**src/rtl/mem_arb_pkg.sv**
```systemverilog
// Shared types and constants for the two-requester memory arbiter.
// Holds the transfer-width codes, FSM states and requester indices.
package mem_arb_pkg;

    typedef enum logic [1:0] {
        DW_0  = 2'b00,
        DW_8  = 2'b01,
        DW_16 = 2'b10,
        DW_32 = 2'b11
    } data_width_e;

    typedef enum logic [1:0] {
        ST_IDLE    = 2'b00,
        ST_ISSUE   = 2'b01,
        ST_WAIT_RD = 2'b10,
        ST_HOLD    = 2'b11
    } arb_state_e;

    localparam int REQ_CART = 0;
    localparam int REQ_USB  = 1;

    localparam int STARVE_W  = 8;
    localparam int TIMEOUT_W = 16;

endpackage

```
**src/rtl/mem_arb_priority.sv**
```systemverilog
// Winner selection for the memory arbiter: cart has priority unless the USB
// requester has been passed over USB_STARVE_LIMIT times in a row.
module mem_arb_priority
    import mem_arb_pkg::*;
#(
    parameter int USB_STARVE_LIMIT = 8
) (
    input  logic                clk,
    input  logic                rst_n,
    input  logic [1:0]          req_valid,
    input  logic                idle,
    input  logic                grant_stb,
    output logic [1:0]          winner,
    output logic [STARVE_W-1:0] starve_cnt
);

    localparam logic [STARVE_W-1:0] LIMIT = STARVE_W'(USB_STARVE_LIMIT);

    logic usb_starved;

    assign usb_starved = req_valid[REQ_USB] && (starve_cnt == LIMIT);

    always_comb begin
        winner = '0;
        if (req_valid[REQ_CART] && !usb_starved) begin
            winner[REQ_CART] = 1'b1;
        end else if (req_valid[REQ_USB]) begin
            winner[REQ_USB] = 1'b1;
        end
    end

    // Counts cart grants that bypassed a waiting USB request; a quiet USB
    // side in IDLE forgets any earlier backlog.
    always_ff @(posedge clk or negedge rst_n) begin
        if (!rst_n) begin
            starve_cnt <= '0;
        end else if (grant_stb && winner[REQ_USB]) begin
            starve_cnt <= '0;
        end else if (grant_stb && winner[REQ_CART] && req_valid[REQ_USB]) begin
            if (starve_cnt != LIMIT) begin
                starve_cnt <= starve_cnt + 1'b1;
            end
        end else if (idle && !req_valid[REQ_USB]) begin
            starve_cnt <= '0;
        end
    end

endmodule

```
**src/rtl/mem_arbiter.sv**
```systemverilog
// Two-requester memory port arbiter (cart real-time, USB bulk) with latched
// command fields. Define MEM_ARB_TIMEOUT_EN to enable the completion watchdog.
module mem_arbiter
    import mem_arb_pkg::*;
#(
    parameter int ADDR_W           = 26,
    parameter int DATA_W           = 32,
    parameter int USB_STARVE_LIMIT = 8,
    parameter int TIMEOUT_CYCLES   = 64
) (
    input  logic                   clk,
    input  logic                   rst_n,
    input  logic [1:0]             req_valid,
    input  logic [1:0]             req_wr,
    input  logic [1:0][ADDR_W-1:0] req_addr,
    input  logic [1:0][1:0]        req_width,
    input  logic [1:0][DATA_W-1:0] req_wr_data,
    output logic [1:0]             grant,
    output logic [1:0]             req_done,
    output logic [1:0]             req_err,
    output logic [DATA_W-1:0]      req_rd_data,
    output logic                   mem_rd,
    output logic                   mem_wr,
    output logic [ADDR_W-1:0]      mem_addr,
    output logic [1:0]             mem_data_width,
    output logic [DATA_W-1:0]      mem_wr_data,
    input  logic                   mem_rd_ready,
    input  logic                   mem_wr_ready,
    input  logic                   mem_rd_valid,
    input  logic [DATA_W-1:0]      mem_rd_data,
    output logic [1:0]             dbg_state,
    output logic [STARVE_W-1:0]    dbg_starve_cnt
);

    // Requester handshake: req_valid rises with stable fields and stays high
    // until req_done; dropping it early aborts the transaction.

    arb_state_e state;
    logic       owner;
    logic       wr_q;
    logic       discard;
    logic [1:0] winner;
    logic       win_idx;
    logic       owner_valid;
    logic       idle;
    logic       grant_stb;

`ifdef MEM_ARB_TIMEOUT_EN
    localparam logic [TIMEOUT_W-1:0] TMO_LAST = TIMEOUT_W'(TIMEOUT_CYCLES - 1);
    logic [TIMEOUT_W-1:0] tmo_cnt;
`endif

    assign idle        = (state == ST_IDLE);
    assign grant_stb   = idle && (|req_valid);
    assign win_idx     = winner[REQ_USB];
    assign owner_valid = req_valid[owner];
    assign dbg_state   = state;

    mem_arb_priority #(
        .USB_STARVE_LIMIT (USB_STARVE_LIMIT)
    ) u_priority (
        .clk        (clk),
        .rst_n      (rst_n),
        .req_valid  (req_valid),
        .idle       (idle),
        .grant_stb  (grant_stb),
        .winner     (winner),
        .starve_cnt (dbg_starve_cnt)
    );

    always_ff @(posedge clk or negedge rst_n) begin
        if (!rst_n) begin
            state          <= ST_IDLE;
            grant          <= '0;
            req_done       <= '0;
            req_err        <= '0;
            req_rd_data    <= '0;
            mem_rd         <= 1'b0;
            mem_wr         <= 1'b0;
            mem_addr       <= '0;
            mem_data_width <= DW_0;
            mem_wr_data    <= '0;
            owner          <= 1'b0;
            wr_q           <= 1'b0;
            discard        <= 1'b0;
`ifdef MEM_ARB_TIMEOUT_EN
            tmo_cnt        <= '0;
`endif
        end else begin
            mem_rd   <= 1'b0;
            mem_wr   <= 1'b0;
            req_done <= '0;
            req_err  <= '0;
            case (state)
                ST_IDLE: begin
                    if (grant_stb) begin
                        grant          <= winner;
                        owner          <= win_idx;
                        wr_q           <= req_wr[win_idx];
                        mem_addr       <= req_addr[win_idx];
                        mem_data_width <= req_width[win_idx];
                        mem_wr_data    <= req_wr_data[win_idx];
                        discard        <= 1'b0;
                        state          <= ST_ISSUE;
`ifdef MEM_ARB_TIMEOUT_EN
                        tmo_cnt        <= '0;
`endif
                    end
                end
                ST_ISSUE: begin
                    if (!owner_valid) begin
                        grant <= '0;
                        state <= ST_IDLE;
                    end else if (!wr_q && mem_rd_ready) begin
                        mem_rd <= 1'b1;
                        state  <= ST_WAIT_RD;
`ifdef MEM_ARB_TIMEOUT_EN
                        tmo_cnt <= '0;
`endif
                    end else if (wr_q && mem_wr_ready) begin
                        mem_wr   <= 1'b1;
                        req_done <= grant;
                        state    <= ST_HOLD;
                    end
`ifdef MEM_ARB_TIMEOUT_EN
                    else if (tmo_cnt == TMO_LAST) begin
                        req_done <= grant;
                        req_err  <= grant;
                        if (!wr_q) begin
                            req_rd_data <= '1;
                        end
                        state <= ST_HOLD;
                    end else begin
                        tmo_cnt <= tmo_cnt + 1'b1;
                    end
`endif
                end
                ST_WAIT_RD: begin
                    // A read already on the bus must finish even if its owner left.
                    if (!owner_valid) begin
                        discard <= 1'b1;
                    end
                    if (mem_rd_valid) begin
                        if (discard || !owner_valid) begin
                            grant <= '0;
                            state <= ST_IDLE;
                        end else begin
                            req_rd_data <= mem_rd_data;
                            req_done    <= grant;
                            state       <= ST_HOLD;
                        end
                    end
`ifdef MEM_ARB_TIMEOUT_EN
                    else if (tmo_cnt == TMO_LAST) begin
                        if (discard || !owner_valid) begin
                            grant <= '0;
                            state <= ST_IDLE;
                        end else begin
                            req_done    <= grant;
                            req_err     <= grant;
                            req_rd_data <= '1;
                            state       <= ST_HOLD;
                        end
                    end else begin
                        tmo_cnt <= tmo_cnt + 1'b1;
                    end
`endif
                end
                ST_HOLD: begin
                    if (!owner_valid) begin
                        grant <= '0;
                        state <= ST_IDLE;
                    end
                end
                default: begin
                    grant <= '0;
                    state <= ST_IDLE;
                end
            endcase
        end
    end

endmodule

```
**config.mk**
```make
export PLATFORM = sky130hd
export DESIGN_NAME = mem_arbiter
export DESIGN_NICKNAME = d
export VERILOG_FILES = /design/src/rtl/mem_arb_pkg.sv /design/src/rtl/mem_arb_priority.sv /design/src/rtl/mem_arbiter.sv
export SDC_FILE = /design/constraint.sdc
export NUM_CORES = 1
export LEC_CHECK = 0
export ABC_AREA = 0
export BUFFER_PORTS_ARGS = -buffer_cell sky130_fd_sc_hd__clkbuf_2
export CORE_MARGIN = 2
export CORE_UTILIZATION = 40
export DETAILED_ROUTE_END_ITERATION = 12
export PLACE_DENSITY = 0.76
export SETUP_SLACK_MARGIN = 0.05
export SLEW_MARGIN = 25
export SYNTH_ARGS = -nofsm -noshare
export SYNTH_HDL_FRONTEND = slang
export SYNTH_SLANG_ARGS = --single-unit
```
**constraint.sdc**
```tcl
create_clock -name clk -period 1.8 [get_ports clk]
set_input_delay 0.18 -clock clk [delete_from_list [all_inputs] [get_ports clk]]
set_output_delay 0.18 -clock clk [all_outputs]
set_load 0.05 [all_outputs]
```
==> flow_summary.ini, run 1 <==
[run_status]
run_status = complete, no violations

[routing]
vias = 4786
first_pass_iters = 4
wl_per_cell_um = 15.4
wl_met1_um = 6010
drc = 0
ant_nets = 0
drtIter0Drc = 225
wl_um = 14800
top_layer_used = met4
vias_per_cell = 4.96
dr_wl_met3_um = 1150
met2_length_um = 7350

[setup_path]
cp-start-kind = register
r2r_slack_ns = 0.02
crit_family = flip-flops
crit_fanout = 4
path_cells = inv_2, ha_4, or3b_4, o21ai_2, a221o_1, mux2_4
end_kind = register
worst_ep_arrival_time_ns = 2.00
reg2reg_depth = 6
slowest_delay_ns = 0.45
crit_buf_inv = 1
r2r-end = dbg_state[1]
cp-startpoint = dbg_state[0]
crit_slowest_cell = dfrtp_2
path_class = reg2reg
cp.required_ns = 2.02
r2r_start = dbg_state[0]

[synthesis]
synthFlopType = dfrtp_1
synth_area_leaders = dfrtp_1 (56%), a21oi_1 (13%), mux2_2 (7.3%)
synth.yosys.warnings = 0
synth.cell_area_um2 = 4950
yosysTopAreaCellShare_pct = 56.1
netlist_instances = 513
ys_seq_area_share_pct = 56.1
synth.distinct_cells = 42
synth_top_area_cell = dfrtp_1
synthArstFlopShare_pct = 100
syn_avg_cell_area_um2 = 9.66
synth-edff-count = 0
ys_ff_latch = 111

[power]
p_leak_uw = 0.00375
max-vdd-ir-drop_uv = 1000
power_density_nw_per_um2 = 1990

[global_route]
grt_overflow = 0
grt_pass1_wl_um = 22500
grt_pass1_vias = 4614
grt_start_max_net_pins = 40
track_usage_pct = 21.7
antenna_found_initial = 0

[finish]
n_fill_cell = 1053
ff_latch_area_um2 = 2780
final_layout_size_suffix_gt1_share_pct = 48.6
fin_util_pct = 60.3
n_antenna_cell = 0
fin_nets = 959
multi_input_area_um2 = 2150
design_area_um2 = 7270
syn_to_final_growth_pct = 46.8

[floorplanning]
ios = 271
row_count = 40
chipHeight_um = 115
die_w_um = 115
start_util_pct = 41.1
core_um2 = 12100
die_area_um2 = 13300

[placement]
place.gp.congestion = 0.848
port_buffers = 268
dp_hpwl_um = 10600
place_area_um2 = 6750

[hold_path]
hold_path.startpoint = req_addr[12]
holdCritPathClass = in2reg
hold_depth = 3
holdPathEnd = mem_addr[12]

[sta]
hold_viol_final = 0
layout_min_cycle_time_ns = 1.78
finalSetupViolCount = 0
max_freq_mhz = 561
maxSlewViolCount = 0
fin_crit_sh_pct = 99.0
skew_ns = 0.00823
rsz0062_at_grt = yes

[clock_network]
cts-root-buf = clkbuf_16
cts_buffer_depth = 2
path_clk_slew_ns = 0.07
clk_latency_ns = 0.34
cts_tree = yes
cts.htree.levels = 3
numCtsBuffers = 9
cts_sinks = 111

[run]
max_cap_violations = 0
-- power by group --
part / switching [uW] / internal (uW) / total [uW] / leakage [uW]
Sequential: 637 / 3600 / 4240 / 0.00133
Clock: 876 / 1160 / 2040 / 0.000147
Combinational: 5940 / 2290 / 8230 / 0.00228
-- worst register-to-register path, cell delays in order (launching register included) --
cell     delay [ns]
dfrtp_2        0.45
inv_2          0.10
ha_4           0.13
or3b_4         0.38
o21ai_2        0.07
a221o_1        0.20
mux2_4         0.32
-- worst max-delay path by stage --
stage,to,slack (ns),cells after the start
finish,dbg_state[1],0.02,6
global route,dbg_state[1],-0.04,6
CTS,dbg_state[1],0.04,6
detailed placement,dbg_state[1],0.04,6
global placement,dbg_state[1],0.08,6
floorplan,dbg_state[0],-0.02,6
-- synth_stat cells (2+ instances only) --
library cell / count
a21oi_1: 125
and2_1: 2
buf_2: 12
buf_4: 2
clkbuf_1: 20
dfrtp_1: 111
ha_1: 7
inv_1: 11
mux2_1: 2
mux2_2: 32
nand2_1: 71
nand2b_1: 2
nand3_1: 4
nand4_1: 2
nor2_1: 72
nor2b_1: 3
o21ai_0: 6
o21ai_1: 2
o22ai_1: 2
xnor2_1: 3
-- layer usage --
| layer | GRT usage, % | vias up |
|---|---|---|
| met4 | 8.59 | 0 |
| li1 | - | 2288 |
| met5 | 0 | - |
| met1 | 27.0 | 2263 |
| met3 | 5.90 | 24 |
| met2 | 35.9 | 211 |
-- state kept, by name (all words and copies together), names as in the netlist --
signal,flops
req_done,2
mem_wr_data,32
req_rd_data,32
grant,2
mem_addr,26
owner,1
mem_data_width,2
wr_q,1
mem_rd,1
dbg_state,2
mem_wr,1
u_priority.starve_cnt,8
discard,1
-- layout by cell type, fill, tap and decap left out, drive strengths merged, types with 2 or more instances in the layout --
cell type  netlist  layout
inv             11      11
nor2b            3       3
and2             2       2
o21ai            8       8
o22ai            2       2
buf             14      30
nand2b           2       2
ha               7       7
nand3            4       4
nor2            72      72
conb             1       2
a21oi          126     126
mux2            35      35
dfrtp          111     111
nand2           71      71
clkbuf          20     283
xnor2            3       3
nand4            2       2
-- logic make-up after synthesis --
family          after synthesis  share of synthesized area (%)
mux                          35                           8.03
buf+inv                      45                           3.86
flops                       111                           56.1
fa+ha+maj                     7                           1.77
simple gates                164                           13.8
other cells                   1                         0.0757
compound gates              146                           15.7
xor+xnor                      4                          0.707
-- final cells by class --
cell class / instances / area share [%]
Sequential cell: 111 / 38.3
Tap cell: 168 / 2.89
Timing Repair Buffer: 300 / 24.5
Multi-Input combinational cell: 358 / 29.6
Clock inverter: 2 / 0.533
Clock buffer: 14 / 3.63
Inverter: 11 / 0.602
-- through the flow --
step                      hold WS, ns  setup WS (ns)  instances  total power (uW)  TNS, ns
after floorplan                -0.116        -0.0235        514             10100  -0.0471
after global placement          0.159         0.0782        937             12200        0
after detailed placement        0.165         0.0362        937             12300        0
after CTS                      0.0310         0.0359        958             14400        0
after global routing           0.0335        -0.0358        964             15300  -0.0839
final                          0.0417         0.0179        964             14500        0
-- what timing repair did --
item,CTS,global route
pin swaps,0,15
gates resized for setup,2,16
hold endpoints to repair,28,0
hold buffers,1,0
setup endpoints to repair,3,57
setup buffers,3,4
cloned,1,2
Note: power is estimated with default switching activity, not from simulation.
==> run 2, diff against run 1 <==
--- a/config.mk
+++ b/config.mk
@@ -6,11 +6,10 @@
 export NUM_CORES = 1
 export LEC_CHECK = 0
 export ABC_AREA = 0
-export BUFFER_PORTS_ARGS = -buffer_cell sky130_fd_sc_hd__clkbuf_2
 export CORE_MARGIN = 2
-export CORE_UTILIZATION = 40
+export CORE_UTILIZATION = 45
 export DETAILED_ROUTE_END_ITERATION = 12
-export PLACE_DENSITY = 0.76
+export DONT_BUFFER_PORTS = 1
 export SETUP_SLACK_MARGIN = 0.05
 export SLEW_MARGIN = 25
 export SYNTH_ARGS = -nofsm -noshare
==> flow_summary.ini, run 2 (same netlist as run 1, synthesis figures left out) <==
[routing]
drc = 0
ant_nets = 0
wl_um = 16400
vias = 4457
vias_per_cell = 5.61
first_pass_iters = 6
drtIter0Drc = 249
wl_per_cell_um = 20.6

[setup_path]
crit_fanout = 5
crit_slowest_cell = dfrtp_2
end_kind = register
crit_family = flip-flops
path_cells = inv_4, ha_4, buf_4, and3_1, a221o_1, mux2_4
worst_ep_arrival_time_ns = 2.05
crit_buf_inv = 2
cp.required_ns = 2.06
slowest_delay_ns = 0.47
path_class = reg2reg
cp-start-kind = register

[global_route]
antenna_found_initial = 0
grt_overflow = 0
grt_pass1_wl_um = 21500
track_usage_pct = 23.4
grt_pass1_vias = 4373
grt_start_max_net_pins = 112

[power]
max-vdd-ir-drop_uv = 1050
power_density_nw_per_um2 = 1820
power_uw = 13200
p_leak_uw = 0.00314

[floorplanning]
row_count = 38
chipHeight_um = 109
die_w_um = 109
core_um2 = 10800
die_area_um2 = 11900
ios = 271
start_util_pct = 45.9

[run]
max_cap_violations = 0

[placement]
place.gp.congestion = 0.835
port_buffers = 0
dp_hpwl_um = 9190

[finish]
fin_nets = 818
top_regs = mem_wr_data: 32 flops, req_rd_data: 32 flops, mem_addr: 26 flops
final_cell_mix = dlygate4sd3_1 (120), dfrtp_1 (106), nor2_1 (72)
syn_to_final_growth_pct = 46.6
fin_util_pct = 67.3
final_layout_size_suffix_gt1_share_pct = 26.0
layout.cells.most_common = dlygate4sd3_1
n_fill_cell = 781
n_antenna_cell = 0

[clock_network]
cts-root-buf = clkbuf_8
cts_buffer_depth = 2
numCtsBuffers = 9
cts_tree = yes
cts.htree.levels = 3
path_clk_slew_ns = 0.10
clk_latency_ns = 0.37
cts_sinks = 111

[sta]
hold_viol_final = 115
finalSetupViolCount = 0
layout_min_cycle_time_ns = 1.79
fin_crit_sh_pct = 99.7
worst_pin_slew_ns = 0.556
maxSlewViolCount = 0
skew_ns = 0.0131
rsz0062_at_grt = yes
max_freq_mhz = 557
holdWs_ns = -0.502
slew_headroom_pct = 62.9

[hold_path]
holdCritPathClass = in2async

[run_status]
violations = negative hold slack
run_status = finished, violations left
[run 2: cell count changes in the layout (fill, tap and decap cells not counted), sizes merged]
cell         before  now
bufinv            1    0
clkbuf          283   20
buf              30   33
dlygate4sd3       1  120
[run 2: area by class of cell]
cell class	instances	area (um2)	share of cell area, %
Clock buffer	14	153	2.10
Clock inverter	1	5.00	0.0689
Inverter	11	46.3	0.637
Multi-Input combinational cell	358	2370	32.6
Sequential cell	111	2780	38.3
Tap cell	140	175	2.41
Timing Repair Buffer	159	1730	23.8
[run 2: routing by layer]
metal  global-route usage (%)  vias to the layer above  wire, um
met3                     5.92                       39      1430
met5                        0                        -         0
li1                         -                     2002         -
met1                     27.8                     2161      6240
met4                     10.5                        0       466
met2                     39.9                      255      8220
[run 2: metrics by stage]
step                      worst slack, ns  std cells  setup TNS, ns  area, um2
after floorplan                   -0.0235        514        -0.0471       5100
after global placement             0.0772        644              0       5380
after detailed placement           0.0315        644              0       5380
after CTS                          0.0305        766              0       6610
after global routing              -0.0491        794         -0.180       7260
final                             0.00534        794              0       7260
[run 2: timing repair]
action | 4_1_cts | 5_1_grt
setup buffers | 3 | 4
pin swaps | 0 | 69
hold buffers | 104 | 16
setup endpoints to repair | 4 | 102
hold endpoints to repair | 208 | 127
gates cloned | 0 | 8
gates resized for setup | 2 | 67
[run 2: power by group]
part           total (uW)  internal (uW)  switching [uW]
sequential           8130           3520            4610
clock                1310            537             777
combinational        3810           1810            1990
total               13200           5870            7380
[run 2: path summary, 6_finish.rpt]
check	from	end	slack (ns)	cells after the start
max in group asynchronous	rst_n	u_priority.starve_cnt[1]	2.09	0
min reg2reg	u_priority.starve_cnt[0]	u_priority.starve_cnt[0]	0.56	3
max	dbg_state[1]	dbg_state[0]	0.005	6
max reg2reg	dbg_state[1]	dbg_state[0]	0.005	6
min in group clk	req_wr_data[56]	mem_wr_data[24]	0	2
min	rst_n	mem_addr[25]	-0.50	0
